--- config.mk ---
export PLATFORM = sky130hd
export DESIGN_NAME = ifm_word_feeder
export DESIGN_NICKNAME = d
export VERILOG_FILES = /design/src/rtl/ifm_word_feeder.sv
export SDC_FILE = /design/constraint.sdc
export NUM_CORES = 2
export LEC_CHECK = 0
export ABC_AREA = 1
export ABC_CLOCK_PERIOD_IN_PS = 43500
export CAP_MARGIN = 20
export CORE_AREA = 2 2 414 416
export CTS_CLUSTER_DIAMETER = 200
export CTS_CLUSTER_SIZE = 10
export DETAILED_ROUTE_END_ITERATION = 6
export DIE_AREA = 0 0 416 418
export HOLD_SLACK_MARGIN = 0.05
export PLACE_DENSITY = 0.82
export SLEW_MARGIN = 20
export SYNTH_ARGS = -nofsm -noshare
export SYNTH_HDL_FRONTEND = slang
export SYNTH_SLANG_ARGS = --single-unit
--- constraint.sdc ---
create_clock -name clk -period 43.5 [get_ports clk]
set_input_delay 6.525 -clock clk [delete_from_list [all_inputs] [get_ports clk]]
set_output_delay 6.525 -clock clk [all_outputs]
set_load 0.03 [all_outputs]
--- src/rtl/ifm_word_feeder.sv ---
// ifm_word_feeder
// Buffers 512-bit input-feature-map words arriving on an AXI-Stream slave in
// a small FIFO and presents the head word to the IFM parser. The parser pulls
// words with input_req and is frozen through stall whenever the FIFO is empty
// or downstream back-pressure is asserted. A transfer is bounded by the word
// count latched at conv_start, and done pulses once the final word is consumed.
//
// Ports:
//   clk, rst_n         single clock, async active-low reset
//   conv_start         one-cycle transfer start (IDLE only)
//   total_words        words in the transfer, sampled with conv_start
//   s_axis_t*          AXI-Stream slave (tdata/tvalid/tready)
//   fm                 FIFO head word, zero while empty
//   ifm_read           high while a transfer is running (parser enable)
//   input_req          parser request for the next word
//   ds_stall           downstream back-pressure, merged into stall
//   stall              ds_stall or FIFO empty
//   done               one-cycle pulse after the last word is consumed
//
// state   | meaning
// --------+-------------------------------------------------------------
// ST_IDLE | waiting for conv_start; stream not accepted, parser disabled
// ST_RUN  | accepting up to total_words beats and feeding the parser
module ifm_word_feeder #(
  parameter int DATA_WIDTH = 512,
  parameter int DEPTH      = 4,
  parameter int CNT_W      = 16
) (
  input  logic                  clk,
  input  logic                  rst_n,
  input  logic                  conv_start,
  input  logic [CNT_W-1:0]      total_words,
  input  logic [DATA_WIDTH-1:0] s_axis_tdata,
  input  logic                  s_axis_tvalid,
  output logic                  s_axis_tready,
  output logic [DATA_WIDTH-1:0] fm,
  output logic                  ifm_read,
  input  logic                  input_req,
  input  logic                  ds_stall,
  output logic                  stall,
  output logic                  done
);

  localparam int AW = $clog2(DEPTH);
  localparam logic [AW:0] DEPTH_C = (AW+1)'(DEPTH);

  typedef enum logic {
    ST_IDLE,
    ST_RUN
  } state_e;

  state_e            state_q, state_d;
  logic [CNT_W-1:0]  total_q, total_d;
  logic [CNT_W-1:0]  acc_cnt_q, acc_cnt_d;
  logic [CNT_W-1:0]  pop_cnt_q, pop_cnt_d;
  logic [AW-1:0]     wr_ptr_q, wr_ptr_d;
  logic [AW-1:0]     rd_ptr_q, rd_ptr_d;
  logic [AW:0]       count_q, count_d;
  logic              done_q, done_d;
  logic [DATA_WIDTH-1:0] mem_q [DEPTH];

  logic push;
  logic pop;

  assign ifm_read      = (state_q == ST_RUN);
  assign stall         = ds_stall | (count_q == '0);
  // Ready is derived only from registered state, so a full FIFO blocks the
  // beat even if the parser pops in the same cycle.
  assign s_axis_tready = ifm_read & (count_q < DEPTH_C) & (acc_cnt_q < total_q);
  assign push          = s_axis_tvalid & s_axis_tready;
  // Parser holds input_req through stalls; gating with stall gives exactly
  // one pop per request.
  assign pop           = input_req & ifm_read & ~stall;
  assign fm            = (count_q == '0) ? '0 : mem_q[rd_ptr_q];
  assign done          = done_q;

  always_comb begin
    state_d   = state_q;
    total_d   = total_q;
    acc_cnt_d = acc_cnt_q;
    pop_cnt_d = pop_cnt_q;
    wr_ptr_d  = wr_ptr_q;
    rd_ptr_d  = rd_ptr_q;
    count_d   = count_q;
    done_d    = 1'b0;

    if (push) begin
      wr_ptr_d  = wr_ptr_q + 1'b1;
      acc_cnt_d = acc_cnt_q + 1'b1;
    end
    if (pop) begin
      rd_ptr_d  = rd_ptr_q + 1'b1;
      pop_cnt_d = pop_cnt_q + 1'b1;
    end
    case ({push, pop})
      2'b10:   count_d = count_q + 1'b1;
      2'b01:   count_d = count_q - 1'b1;
      default: count_d = count_q;
    endcase

    case (state_q)
      ST_IDLE: begin
        if (conv_start) begin
          if (total_words != '0) begin
            state_d   = ST_RUN;
            total_d   = total_words;
            acc_cnt_d = '0;
            pop_cnt_d = '0;
            // Leftovers from an aborted transfer are discarded here.
            wr_ptr_d  = '0;
            rd_ptr_d  = '0;
            count_d   = '0;
          end else begin
            done_d = 1'b1;
          end
        end
      end
      ST_RUN: begin
        if (pop && (pop_cnt_d == total_q)) begin
          state_d = ST_IDLE;
          done_d  = 1'b1;
        end
      end
      default: state_d = ST_IDLE;
    endcase
  end

  always_ff @(posedge clk or negedge rst_n) begin
    if (!rst_n) begin
      state_q   <= ST_IDLE;
      total_q   <= '0;
      acc_cnt_q <= '0;
      pop_cnt_q <= '0;
      wr_ptr_q  <= '0;
      rd_ptr_q  <= '0;
      count_q   <= '0;
      done_q    <= 1'b0;
    end else begin
      state_q   <= state_d;
      total_q   <= total_d;
      acc_cnt_q <= acc_cnt_d;
      pop_cnt_q <= pop_cnt_d;
      wr_ptr_q  <= wr_ptr_d;
      rd_ptr_q  <= rd_ptr_d;
      count_q   <= count_d;
      done_q    <= done_d;
    end
  end

  // Storage is not reset; fm is masked to zero while count is zero.
  always_ff @(posedge clk) begin
    if (push) begin
      mem_q[wr_ptr_q] <= s_axis_tdata;
    end
  end

endmodule

### Word level (Yosys, flattened, before mapping)

Memories as Yosys holds them, arrays and structs flattened.
Cells that the tools add are included.

* logic and storage cells: 63
* output and inout bits: 516
* input bits: 534
* memories kept: 1
* RAM bits: 2048
* flip-flop bits (word level): 57

* equality and inequality tests: 3
* bitwise gates (word level): 8
* reduce and logical (&&, ||, !) cells: 4
* muxes and demuxes: 31
* add/subtract/negate cells: 6
* $lt $le $gt $ge: 2

Memories
* mem_q: words 4, bits a word 512, rd ports 1, clocked after Yosys merged registers in 0, write ports 1, line 60 `logic [DATA_WIDTH-1:0] mem_q [DEPTH];`

Operator list (count)
* two-way mux 512 bit: 1
* two-way mux 16 bit: 8
* adder 16 x 1 -> 16 bit (second input constant): 2
* == test 16 bit: 1
* < comparator 16 bit: 1
* two-way mux 2 bit: 8
* nonzero test 16 bit: 1
* two-way mux 3 bit: 3
* two-way mux 1 bit: 8
* case mux 3 bit (2 select lines): 1
* bitwise AND 1 bit: 5
* adder 2 x 1 -> 2 bit (second input constant): 2
* case mux 1 bit (2 select lines): 2
* adder 3 x 1 -> 3 bit (second input constant): 1
* logical NOT 3 bit: 1
* < comparator 3 bit (second input constant): 1
* AND reduction 3 bit: 1
* subtractor 3 x 1 -> 3 bit (second input constant): 1
* == test 2 x 1 -> 1 bit (second input constant): 1
* == test 2 bit (second input constant): 1
* NOT 1 bit: 2
* logical AND 1 bit: 1
* OR 1 bit: 1

### Logic depth before layout (Yosys ltp)

* word-level depth: 9
* depth in mapped cells: 17
* mapped depth without buffers: 17

### Worst setup path before layout

No wires, ideal clock.

* kind: input to register
* from: input s_axis_tvalid
* to: memory mem_q[0][0], enable pin
* required time: 42102 ps
* setup time: 1398 ps
* stages: 3
* path slack: 14119 ps
* data arrival time: 27983 ps
* buffers on the path: 1
* cell sequence: nand4_1 -> buf_2 -> nor2_1

* longest elaborated chain between the ends: 3

Ends and longest elaborated chain
* from (decl): line 34 `input logic s_axis_tvalid,`
* bitwise AND 1 bit: line 70 `assign push = s_axis_tvalid & s_axis_tready;`
* two-way mux 1 bit: line 152 `if (push) begin`
* two-way mux 1 bit (not written as such): line 153 `mem_q[wr_ptr_q] <= s_axis_tdata;`
* to (decl): line 60

No other way between the ends.

### Worst setup path in the final report

* from: input ds_stall
* to: output stall

* longest elaborated chain between the ends: 1

Ends and longest elaborated chain
* from (decl): line 39 `input logic ds_stall,`
* OR 1 bit: line 66 `assign stall = ds_stall | (count_q == '0);`
* to (decl): line 40 `output logic stall,`

No other way between the ends.

==> impl.org <==
** Outcome
- Result of the run :: complete, no violations

** Power
- Cell internal power was estimated by the tool at 4590 µW.
- Power per Cell Area :: 78.0 nW/µm²
- Leakage power total :: 0.0336 µW
- Summed over all nets, the switching power comes to about 3300 µW.
- Of the total power, the share spent switching nets is 0.417.
- Power comes to 7880 µW.
- Of the total power, registers draw 0.335.
- Of the total power, the clock network draws 0.209.
- IR analysis of the VDD net gives a maximum drop of 0.0646 mV.
- Combinational share of power :: 0.456

** Clock network
- After clock tree synthesis, the clock-pin slew on the worst setup and hold paths is 0.06 ns.
- # hold bufs at CTS :: 0
- In this run the deepest clock path goes through 3 buffers.
- The number of gates resized after CTS was 0.
- Clock latency reported for the late side of the worst-skew pair :: a little under 0.9 ns
- TritonCTS built the clock tree.
- Counting every sink on the clock net gives about 2,100.
- The tree is rooted in a sky130_fd_sc_hd__clkbuf_16.
- Setup repair bufs after CTS :: 0
- Buffers inserted during clock tree synthesis total 228.
- Number of H-tree branching levels :: 4

** Finish
- Number of standard cells in the layout, taps in and fillers out :: 9,886
- The area growth from synthesis to layout is 22.7%.
- Filler Cells Inserted :: ~12,000
- Final Core Density :: 0.597
- Layout cell share with drive strength beyond 1 :: 0.0468
- For this run, the post-layout net count is ~8,100.

** Critical path
- Crit. End Element :: output pin
- Chain of cells forming the critical path :: clkdlybuf4s50_1, a21oi_1, inv_1, clkdlybuf4s50_1
- Startpoint type of the worst setup path :: input port
- Crit-path most repeated cell :: sky130_fd_sc_hd__clkdlybuf4s50_1
- On the critical path, the stage with the largest delay is an instance of sky130_fd_sc_hd__clkdlybuf4s50_1.
- Family with the most delay on the worst path :: buffers and inverters
- Together, buffers and inverters on the worst path number 3.
- Startpoint-to-endpoint class of the critical path :: input port to output pin
- At the worst endpoint, the required time is between 30 and 40 ns.
- Stage delay of the slowest cell on the critical path :: roughly 0.60 ns
- Worst Path Arrival :: between 7 and 8 ns
- Highest fanout seen on the critical path :: 2

** Place
- Placer Congestion :: 0.903
- The wire-length estimate of the detail-placed layout is 146 mm.
- Placed cells :: 9,506
- Port buffering added around 1,000 buffers.

** STA
- Hold Vio Cnt, Final :: 0
- Final sum of negative setup slack :: 0 ns
- Across the routed clock network, the largest skew measured is between 0.05 and 0.06 ns.
- Based on the critical path, the design can be clocked at up to 0.0692 GHz.
- Headroom to the max-slew limit came out at 0.223.
- Fin. max-slew vios :: 0
- Counting I/O delays and the setup requirement, the final critical path takes 14.45 ns.
- Worst Max-Slew Pin Slew :: 1.16 ns
- Final-report setup violation count :: 0
- On the final layout, the worst hold slack is 0.495 ns.
- RSZ-0062 raised after global routing :: false
- In the finished design, the share of the clock period the worst path needs comes to 0.332.

** Synth
- Total of flip-flops plus latches after synthesis :: 2,105
- The number of different library cells used by synthesis comes to 38.
- Counting every instance in the synthesized netlist gives ~6,600.
- Sequential element share of the synthesized area :: 0.765
- After synthesis, the share of flip-flops with an asynchronous set or reset is 0.0271.
- Post-synth design cell area :: 82,300 µm²
- In this run the mean area of a mapped cell was around 13 µm².
- Yosys mapped a number of flops with a built-in enable equal to 2,048.
- Yosys printed 0 warnings.
- Post-Synthesis Net Count :: 7,131
- Most used flip-flop cell after synthesis :: sky130_fd_sc_hd__edfxtp_1

** GRT
- The initial antenna violation count came to 121.
- Entering global routing, the biggest net connects 231 pins.
- Wire length of the first global-routing pass :: ~340 mm
- Across every metal layer, demand over resource in global routing totals 0.265.
- After global routing the overflow that remains totals 0.
- Via count of the first global-routing pass :: 54,000

** Floorplan
- The floorplan step defined a core boundary enclosing 169,000 µm².
- DIE HEIGHT :: 418 µm
- The floorplan has 151 rows.
- Chip width :: 416 µm
- The die covers 174,000 µm².
- For this configuration, the core starts out at a cell density of 0.487.
- I/O pin total :: around 1,100

** Route
- Final routed DRC violation total :: 0
- Total Wirelength :: 240 mm
- Dividing the detail-routed wire length by the instance count gives 24.3 µm.
- Antenna Nets Post-Route :: 0
- After detailed routing, the number of vias per cell comes to 5.76.
- First-pass iteration count of the detailed router :: 6
- After the first detailed-routing iteration, the DRC count stood at 6,852.
- For this block, the via count after detailed routing is 56,900.

** Flow run
- Total of max-cap violations :: 0

** Worst hold path
- Class of the tightest hold or removal check :: flip-flop to flip-flop
[power by group through the flow]
stage | Sequential (µW) | Combinational [µW] | Clock (µW)
final | 2630 | 3590 | 1650
after global routing | 2650 | 3770 | 1740
after CTS | 2630 | 3560 | 1670
after detailed placement | 2670 | 3530 | 0
after global placement | 2660 | 3480 | 0
after floorplan | 2900 | 2050 | 0
[metrics by stage]
step | area (µm²) | setup slack [ns]
final | 101000 | 29.05
after global routing | 101000 | 29.00
after CTS | 101000 | 29.06
after detailed placement | 94600 | 29.07
after global placement | 94600 | 29.10
after floorplan | 82300 | 14.12
[final cells by class]
class / instances / area (µm²) / area share
flip-flops and latches: 2105 / 62900 / 0.623
multi-input cells: 3966 / 17400 / 0.172
repair buffers: 1124 / 11200 / 0.111
clock buffers: 260 / 5850 / 0.0579
well taps: 2218 / 2780 / 0.0275
inverters: 96 / 387 / 0.00383
diodes: 109 / 273 / 0.00270
clock inverters: 8 / 163 / 0.00161
[final timing paths]
path	cells after the start	slack, ns	from	to
worst max-delay path	4	29.05	ds_stall	stall
max in group asynchronous	2	37.05	rst_n	rd_ptr_q[1]
worst min-delay path	2	0.49	total_q[13]	total_q[13]
min in group asynchronous	2	5.82	rst_n	done
worst max register to register	13	37.11	total_q[5]	mem_q[0][239]
worst min register to register	2	0.49	total_q[13]	total_q[13]
[per-layer routing]
| layer | GRT usage | share of wire |
|---|---|---|
| met5 | 0 | 0.0014 |
| met4 | 0.187 | 0.075 |
| met3 | 0.0808 | 0.11 |
| met2 | 0.413 | 0.47 |
| met1 | 0.316 | 0.34 |
[state kept, by name, indices dropped and copies added, names as in the netlist]
name / flops
mem_q: 2048
acc_cnt_q: 16
pop_cnt_q: 16
total_q: 16
count_q: 3
rd_ptr_q: 2
wr_ptr_q: 2
done: 1
ifm_read: 1
[synthesized netlist by cell type, types with 2 or more instances]
cell | count | area, µm²
sky130_fd_sc_hd__nand4_1 | 16 | 100
sky130_fd_sc_hd__nand2_1 | 139 | 522
sky130_fd_sc_hd__buf_6 | 2 | 22.5
sky130_fd_sc_hd__nor2_4 | 2 | 22.5
sky130_fd_sc_hd__nor3_1 | 6 | 30.0
sky130_fd_sc_hd__a21oi_1 | 534 | 2670
sky130_fd_sc_hd__nand3_2 | 4 | 40.0
sky130_fd_sc_hd__xor2_1 | 7 | 61.3
sky130_fd_sc_hd__nand3_1 | 36 | 180
sky130_fd_sc_hd__clkbuf_1 | 309 | 1160
sky130_fd_sc_hd__buf_1 | 23 | 86.3
sky130_fd_sc_hd__nand2_2 | 8 | 50.1
sky130_fd_sc_hd__buf_2 | 73 | 365
sky130_fd_sc_hd__edfxtp_1 | 2048 | 61500
sky130_fd_sc_hd__inv_2 | 7 | 26.3
sky130_fd_sc_hd__or2_2 | 4 | 25.0
sky130_fd_sc_hd__nor3b_1 | 2 | 15.0
sky130_fd_sc_hd__o21ai_0 | 966 | 4830
sky130_fd_sc_hd__inv_1 | 87 | 327
sky130_fd_sc_hd__ha_1 | 22 | 275
sky130_fd_sc_hd__nor2_2 | 4 | 25.0
sky130_fd_sc_hd__nor3_2 | 2 | 20.0
sky130_fd_sc_hd__dfrtp_1 | 57 | 1430
sky130_fd_sc_hd__nor4_1 | 2 | 12.5
sky130_fd_sc_hd__o21ai_1 | 89 | 445
sky130_fd_sc_hd__nor2_1 | 2112 | 7930
sky130_fd_sc_hd__xnor2_1 | 2 | 17.5
[logic make-up (layout without fill, tap and decap cells)]
family / Yosys count / after routing / synth area share
other: 0 / 109 / 0
flip-flops: 2105 / 2105 / 0.765
XOR/XNOR: 9 / 9 / 0.000958
buffers and inverters: 503 / 1488 / 0.0243
AO/OA/AOI/OAI: 1594 / 1594 / 0.0971
adder cells (fa/ha/maj): 23 / 23 / 0.00359
AND/OR/NAND/NOR: 2340 / 2340 / 0.109
[cell usage in the layout (no fill, tap or decap), types with 3 or more instances in the layout]
cell type | Yosys | routed
sky130_fd_sc_hd__inv_2 | 7 | 4
sky130_fd_sc_hd__nor3_1 | 6 | 6
sky130_fd_sc_hd__nand3_2 | 4 | 4
sky130_fd_sc_hd__o21ai_1 | 89 | 89
sky130_fd_sc_hd__diode_2 | 0 | 109
sky130_fd_sc_hd__buf_16 | 0 | 3
sky130_fd_sc_hd__ha_1 | 22 | 22
sky130_fd_sc_hd__nand2_2 | 8 | 8
sky130_fd_sc_hd__clkdlybuf4s50_1 | 0 | 1048
sky130_fd_sc_hd__clkbuf_16 | 0 | 229
sky130_fd_sc_hd__inv_1 | 87 | 87
sky130_fd_sc_hd__dfrtp_1 | 57 | 55
sky130_fd_sc_hd__o21ai_0 | 966 | 966
sky130_fd_sc_hd__a21oi_1 | 534 | 534
sky130_fd_sc_hd__buf_12 | 0 | 9
sky130_fd_sc_hd__clkbuf_1 | 309 | 31
sky130_fd_sc_hd__buf_4 | 0 | 62
sky130_fd_sc_hd__nor2_4 | 2 | 6
sky130_fd_sc_hd__clkinv_16 | 0 | 3
sky130_fd_sc_hd__edfxtp_1 | 2048 | 2048
sky130_fd_sc_hd__xor2_1 | 7 | 7
sky130_fd_sc_hd__or2_2 | 4 | 4
sky130_fd_sc_hd__nand4_1 | 16 | 16
sky130_fd_sc_hd__nand2_1 | 139 | 139
sky130_fd_sc_hd__nor2_2 | 4 | 4
sky130_fd_sc_hd__nand3_1 | 36 | 36
sky130_fd_sc_hd__nor2_1 | 2112 | 2108
sky130_fd_sc_hd__inv_8 | 0 | 3
[worst reg2reg max path: stages (launching register included)]
cell and delay [ns]:
sky130_fd_sc_hd__dfrtp_1 0.41, sky130_fd_sc_hd__inv_1 0.12, sky130_fd_sc_hd__ha_1 0.33, sky130_fd_sc_hd__a21oi_1 0.13, sky130_fd_sc_hd__nor2_1 0.05, sky130_fd_sc_hd__a211oi_1 0.17, sky130_fd_sc_hd__nand2_1 0.08, sky130_fd_sc_hd__nand2_1 0.12
sky130_fd_sc_hd__nand4_1 0.69, sky130_fd_sc_hd__nor2_4 0.84, sky130_fd_sc_hd__buf_4 0.54, sky130_fd_sc_hd__buf_4 0.74, sky130_fd_sc_hd__buf_4 0.96, sky130_fd_sc_hd__buf_4 0.79
No activity file was read; power rests on OpenSTA's default activity.
